### src/rtl/des_pkg.sv
// rtl/des_pkg.sv - DES permutations, S-box tables and engine constants
// Bit numbering follows DES: vector MSB is DES bit 1.
package des_pkg;

  localparam int DES_BLK_W    = 64;
  localparam int DES_SUBKEY_W = 48;
  localparam int DES_ROUNDS   = 16;

  typedef enum logic [1:0] {
    IDLE = 2'd0,
    RUN  = 2'd1,
    DONE = 2'd2
  } des_state_e;

  localparam int P_TAB [32] = '{
    16,  7, 20, 21, 29, 12, 28, 17,  1, 15, 23, 26,  5, 18, 31, 10,
     2,  8, 24, 14, 32, 27,  3,  9, 19, 13, 30,  6, 22, 11,  4, 25
  };

  // Row r of box s is entry 4*s+r; column c is the nibble at [63-4c -: 4].
  localparam logic [63:0] SBOX_ROWS [32] = '{
    64'hE4D12FB83A6C5907, 64'h0F74E2D1A6CB9538, 64'h41E8D62BFC973A50, 64'hFC8249175B3EA06D,
    64'hF18E6B34972DC05A, 64'h3D47F28EC01A69B5, 64'h0E7BA4D158C6932F, 64'hD8A13F42B67C05E9,
    64'hA09E63F51DC7B428, 64'hD709346A285ECBF1, 64'hD6498F30B12C5AE7, 64'h1AD069874FE3B52C,
    64'h7DE3069A1285BC4F, 64'hD8B56F03472C1AE9, 64'hA690CB7DF13E5284, 64'h3F06A1D8945BC72E,
    64'h2C417AB6853FD0E9, 64'hEB2C47D150FA3986, 64'h421BAD78F9C5630E, 64'hB8C71E2D6F09A453,
    64'hC1AF92680D34E75B, 64'hAF427C9561DE0B38, 64'h9EF528C3704A1DB6, 64'h432C95FABE17608D,
    64'h4B2EF08D3C975A61, 64'hD0B7491AE35C2F86, 64'h14BDC37EAF680592, 64'h6BD814A7950FE23C,
    64'hD2846FB1A93E50C7, 64'h1FD8A374C56B0E92, 64'h7B419CE206ADF358, 64'h21E74A8DFC90356B
  };

  function automatic logic [63:0] des_ip(input logic [63:0] x);
    logic [63:0] y;
    int src;
    for (int i = 0; i < 64; i++) begin
      src = (i / 8 < 4) ? (58 + 2 * (i / 8) - 8 * (i % 8))
                        : (57 + 2 * (i / 8 - 4) - 8 * (i % 8));
      y[63-i] = x[64-src];
    end
    return y;
  endfunction

  function automatic logic [63:0] des_fp(input logic [63:0] x);
    logic [63:0] y;
    int src;
    for (int i = 0; i < 64; i++) begin
      src = ((i % 8) % 2 == 0) ? (40 - i / 8 + 8 * ((i % 8) / 2))
                               : (8 - i / 8 + 8 * ((i % 8) / 2));
      y[63-i] = x[64-src];
    end
    return y;
  endfunction

  function automatic logic [47:0] des_e(input logic [31:0] x);
    logic [47:0] y;
    int src;
    for (int j = 0; j < 48; j++) begin
      src = ((4 * (j / 6) + (j % 6) - 1 + 32) % 32) + 1;
      y[47-j] = x[32-src];
    end
    return y;
  endfunction

  function automatic logic [31:0] des_p(input logic [31:0] x);
    logic [31:0] y;
    for (int i = 0; i < 32; i++) begin
      y[31-i] = x[32-P_TAB[i]];
    end
    return y;
  endfunction

  function automatic logic [3:0] des_sbox(input int box, input logic [5:0] b);
    logic [63:0] row_bits;
    logic [3:0]  col;
    row_bits = SBOX_ROWS[box * 4 + int'({b[5], b[0]})];
    col      = b[4:1];
    return row_bits[63 - 4 * int'(col) -: 4];
  endfunction

endpackage

### src/rtl/des_round_engine_f.sv
// rtl/des_round_engine_f.sv - combinational DES f-function: P(S(E(R) ^ K))
module des_f
  import des_pkg::*;
(
  input  logic [31:0] r_i,
  input  logic [47:0] k_i,
  output logic [31:0] f_o
);

  logic [47:0] mixed;
  logic [31:0] s_out;

  always_comb begin
    mixed = des_e(r_i) ^ k_i;
    s_out = '0;
    for (int s = 0; s < 8; s++) begin
      s_out[31 - 4 * s -: 4] = des_sbox(s, mixed[47 - 6 * s -: 6]);
    end
    f_o = des_p(s_out);
  end

endmodule

### src/rtl/des_round_engine.sv
// rtl/des_round_engine.sv - iterative 16-round DES datapath, one round per clock
// DES_ENGINE_KEY_LATCH_EN: capture round_keys at accept so rounds use a private copy.
module des_round_engine
  import des_pkg::*;
(
  input  logic                         clk,
  input  logic                         rst,
  input  logic [DES_SUBKEY_W*16-1:0]   round_keys,
  input  logic                         key_ready,
  input  logic                         in_valid,
  output logic                         in_ready,
  input  logic [DES_BLK_W-1:0]         data_in,
  output logic                         out_valid,
  input  logic                         out_ready,
  output logic [DES_BLK_W-1:0]         data_out,
  output logic                         busy
);

  des_state_e state_q, state_d;
  logic [3:0]  rnd_q, rnd_d;
  logic [31:0] l_q, l_d, r_q, r_d;
  logic [63:0] dout_q, dout_d;
  logic [47:0] key_sel;
  logic [31:0] f_out;
  logic [DES_SUBKEY_W*16-1:0] key_src;

`ifdef DES_ENGINE_KEY_LATCH_EN
  logic [DES_SUBKEY_W*16-1:0] keys_q;

  always_ff @(posedge clk) begin
    if (rst) begin
      keys_q <= '0;
    end else if (state_q == IDLE && in_valid && in_ready) begin
      keys_q <= round_keys;
    end
  end

  assign key_src = keys_q;
`else
  assign key_src = round_keys;
`endif

  // rnd_q counts rounds from 0, so round rnd_q+1 takes slice [767-48*rnd_q -: 48].
  assign key_sel = key_src[767 - 48 * int'(rnd_q) -: 48];

  des_f u_f (
    .r_i (r_q),
    .k_i (key_sel),
    .f_o (f_out)
  );

  assign in_ready  = (state_q == IDLE) && key_ready && !rst;
  assign out_valid = (state_q == DONE);
  assign busy      = (state_q != IDLE);
  assign data_out  = dout_q;

  always_comb begin
    state_d = state_q;
    rnd_d   = rnd_q;
    l_d     = l_q;
    r_d     = r_q;
    dout_d  = dout_q;
    unique case (state_q)
      IDLE: begin
        if (in_valid && in_ready) begin
          {l_d, r_d} = des_ip(data_in);
          rnd_d      = 4'd0;
          state_d    = RUN;
        end
      end
      RUN: begin
        l_d   = r_q;
        r_d   = l_q ^ f_out;
        rnd_d = rnd_q + 4'd1;
        if (rnd_q == 4'd15) begin
          // Last round skips the swap: output is FP({R16, L16}).
          dout_d  = des_fp({r_d, l_d});
          state_d = DONE;
        end
      end
      DONE: begin
        if (out_ready) begin
          state_d = IDLE;
        end
      end
      default: state_d = IDLE;
    endcase
  end

  always_ff @(posedge clk) begin
    if (rst) begin
      state_q <= IDLE;
      rnd_q   <= 4'd0;
      l_q     <= '0;
      r_q     <= '0;
      dout_q  <= '0;
    end else begin
      state_q <= state_d;
      rnd_q   <= rnd_d;
      l_q     <= l_d;
      r_q     <= r_d;
      dout_q  <= dout_d;
    end
  end

endmodule

### config.mk
export PLATFORM = sky130hd
export DESIGN_NAME = des_round_engine
export DESIGN_NICKNAME = d
export VERILOG_FILES = /design/src/rtl/des_pkg.sv /design/src/rtl/des_round_engine_f.sv /design/src/rtl/des_round_engine.sv
export SDC_FILE = /design/constraint.sdc
export NUM_CORES = 2
export LEC_CHECK = 0
export CORE_AREA = 4 4 346 348
export DETAILED_ROUTE_END_ITERATION = 10
export DIE_AREA = 0 0 350 352
export HOLD_SLACK_MARGIN = 0.15
export PLACE_DENSITY_LB_ADDON = 0.12
export SLEW_MARGIN = 0
export SYNTH_ARGS = -nofsm -noshare
export SYNTH_HDL_FRONTEND = slang
export SYNTH_SLANG_ARGS = --single-unit
### constraint.sdc
create_clock -name clk -period 6 [get_ports clk]
set_clock_uncertainty 0.2 [all_clocks]
set_input_delay 1.2 -clock clk [delete_from_list [all_inputs] [get_ports clk]]
set_output_delay 1.2 -clock clk [all_outputs]
set_load 0.01 [all_outputs]
==> flow_metrics.py <==
metrics = {
    "cells_and_area": {
        "seq_area_mm2": 0.002686,
        "fill_cells": 11607,
        "drive_above_1_share_pct": 23.69,
        "syn_to_final_growth_pct": 38.66,
        "fin_util_pct": 37.37,
        "multi_input_area_mm2": 0.02656,
        "fin_nets": 4804,
    },
    "clocking": {
        "cts_tree": "done",
        "numClockSinks": 134,
        "path_clk_slew_ns": 0.07,
        "ctsLongestPathBuffers": 2,
        "cts_buffers": 17,
        "worstSkewPairLatency_ns": 0.45,
        "hold_buffers": 0,
        "ctsHtreeMaxLevel": 4,
        "cts_root_buf": "clkbuf_16",
    },
    "place": {
        "portBuffers": 903,
        "gp_congestion": 0.9727,
        "hpwl_um": 166600,
    },
    "sta": {
        "rsz0062_at_grt": "false",
        "maxSlewHeadroom_pct": 23.08,
        "tightest_slew_ns": 1.146,
        "finalMaxSlewViolations": 0,
        "setup_viol": 0,
        "hold_violations": 0,
        "max_freq_mhz": 171.6,
        "min_period_ns": 5.829,
        "period_share_pct": 97.15,
        "tns_ns": 0,
    },
    "setup_path": {
        "worstPathCellList": "ha_4 > fa_4 > inv_4 > buf_4 > nor2_2 > buf_6 > a22oi_1 > and3_1 > nor4_2 > buf_4 > xor2_2 > ha_1 > buf_4 > or3_1 > buf_4 > o32ai_1 > a2bb2oi_1 > buf_4 > or4_1 > o211ai_1",
        "crit_required_ns": 6.12,
        "rr_worst_depth": 20,
        "critPathLaunch": "rnd_q[1]",
        "setup.worst_path.class": "reg -> reg",
        "reg2reg_slack_ns": 0.17,
        "startpoint_type": "flip-flop",
        "cp_max_fo": 13,
        "critical_path_arrival_ns": 5.94,
        "crit_top_cell": "buf_4",
        "timing.rr.end": "r_q[12]",
        "slowest_delay_ns": 0.91,
        "crit_slowest_cell": "fa_4",
        "endpoint": "r_q[12]",
        "r2r-start": "rnd_q[1]",
        "end_kind": "flip-flop",
    },
    "yosys": {
        "synth-main-ff-cell": "dfxtp_1",
        "yosysWarnings": 0,
        "synth_area_mm2": 0.03132,
        "yosysSeqAreaShare_pct": 8.566,
        "synth_cell_types": 107,
        "synth-edff-count": 0,
        "avgSynthCellArea_um2": 10.15,
        "synth_nets": 3970,
        "async_flop_share_pct": 0,
        "ys_ff_latch": 134,
        "synthCells": 3084,
    },
    "route": {
        "routedWlPerCell_um": 35.59,
        "antenna_left": 0,
        "via_count": 34077,
        "firstDrtPassIters": 5,
        "routed_wl_um": 196400,
        "drt_first_iter_violations": 3297,
        "drc": 0,
        "viasPerCell": 6.174,
    },
    "flow_run": {
        "cap_violations": 0,
    },
    "floorplanning": {
        "fp.dieW_um": 350,
        "dieArea_mm2": 0.1232,
        "rows": 125,
        "ioPinCount": 904,
        "coreArea_mm2": 0.1162,
        "start_util_pct": 26.95,
        "dieHeight_um": 352,
    },
    "global_routing": {
        "grt-ovfl-total": 0,
        "grt_usage_pct": 30.53,
        "antenna_found_initial": 92,
        "grt_pass1_wl_um": 270400,
        "grt_max_degree": 123,
        "grt_pass1_vias": 33629,
    },
    "power": {
        "total_leakage_power_uw": 0.01471,
        "p_per_area_mw_per_mm2": 189.7,
        "max-vdd-ir-drop_mv": 0.2005,
    },
    "worst_hold_path": {
        "min_from": "data_out[17]",
        "hold_class": "reg -> reg",
    },
    "status": {
        "outcome": "finished clean",
    },
}
-- metal layers --
metal,track usage (%),routed length (µm),vias up
li1,-,-,14407
met1,39.81,80630,17599
met2,49.44,91810,1773
met3,6.883,15820,274
met4,11.24,7980,24
met5,0,186,-
-- registers in the layout, summed over array words and instances, names as in the netlist --
name and cells:
data_out 64, r_q 32, l_q 32, rnd_q 4
state_q 2
-- critical path, delay by kind of cell (launching register included) --
kind,cells,cell delay [ns]
buffers and inverters,7,1.42
adders and majority gates,3,1.40
and+or+nand+nor,5,1.28
AOI/OAI and AO/OA,4,0.70
DFF,1,0.39
xor gates and xnor gates,1,0.27
-- cell type report --
type                    count  area share, %
clock inverters            13         0.4120
multi-input cells        2555          61.16
inverters                  60         0.5273
clock buffers              18         0.9883
repair buffers           1150          25.96
diodes                     65         0.3746
well taps                1524          4.391
flip-flops and latches    134          6.186
-- where the power goes --
part	total (µW)	switching [µW]	internal [µW]
combinational	6010	3150	2870
sequential	1090	151	943
clock	1130	439	692
total	8240	3740	4500
-- how the worst min path moves through the flow --
stage / to / slack [ns] / cells after the start
floorplan: data_out[43] / 0.25 / 2
global placement: data_out[15] / 0.24 / 2
detailed placement: data_out[15] / 0.25 / 2
CTS: data_out[17] / 0.26 / 2
global route: data_out[29] / 0.28 / 2
finish: data_out[17] / 0.26 / 2
-- synth_stat cells (all sizes together) (12+ instances only) --
cell type / number / area (µm²)
a2111oi: 17 / 166.4
a211oi: 50 / 385.4
a21oi: 169 / 853.3
a221oi: 35 / 319.1
a22oi: 45 / 337.8
a311oi: 38 / 332.8
a31oi: 21 / 131.4
and2: 19 / 118.9
and3: 22 / 138.9
buf: 221 / 1705
clkbuf: 113 / 451.7
dfxtp: 134 / 2683
ha: 48 / 600.6
inv: 56 / 210.2
mux2: 44 / 495.5
mux2i: 254 / 2542
mux4: 557 / 12720
nand2: 345 / 1295
nand2b: 12 / 75.07
nand3: 69 / 345.3
nand3b: 15 / 112.6
nand4: 36 / 225.2
nor2: 184 / 698.2
nor2b: 31 / 193.9
nor3: 55 / 280.3
nor4: 13 / 100.1
o211ai: 36 / 275.3
o21ai: 95 / 479.2
o22ai: 33 / 206.5
o31ai: 18 / 140.1
o32ai: 12 / 112.6
or4: 19 / 142.6
xnor2: 50 / 509.2
xor2: 31 / 309.1
-- kinds of logic after synthesis --
logic type               Yosys count  synth area share (%)
AND/OR/NAND/NOR                  862                 12.93
multiplexers                     855                 50.32
AO/OA/AOI/OAI                    707                 15.89
adder cells (fa/ha/maj)           49                 1.982
flip-flops                       134                 8.566
buffers and inverters            395                 7.639
XOR/XNOR                          82                 2.685
-- cell usage in the layout (no fill, tap or decap), drive strengths merged, types with 44 or more instances in the layout --
master,synthesis,routed
mux4,557,557
ha,48,48
nor2,184,184
nand2,345,345
dfxtp,134,134
a21oi,169,169
mux2,44,44
clkdlybuf4s50,0,902
o21ai,95,95
xnor2,50,50
a22oi,45,45
diode,0,65
nand3,69,69
nor3,55,55
mux2i,254,254
buf,221,248
inv,56,59
a211oi,50,50
-- through the flow --
step           area, µm²  total power (µW)  worst slack (ns)  hold WS (ns)  instances
6_report           43420              8239            0.1710        0.2550       5519
3_5_place_dp       42560              7030           0.02748        0.2482       5422
3_3_place_gp       42560              7107           0.02087        0.2446       5422
4_1_cts            43170              8185           0.08391        0.2569       5453
2_1_floorplan      31320              4684            0.1835        0.2453       3084
5_1_grt            43370              8693           0.01567        0.2751       5499
-- timing repair --
item | in CTS | in global routing
pin swaps | 0 | 1
buffers inserted | 0 | 1
resized for setup | 1 | 15
setup endpoints to repair | 3 | 25
No activity file was read; power rests on OpenSTA's default activity.
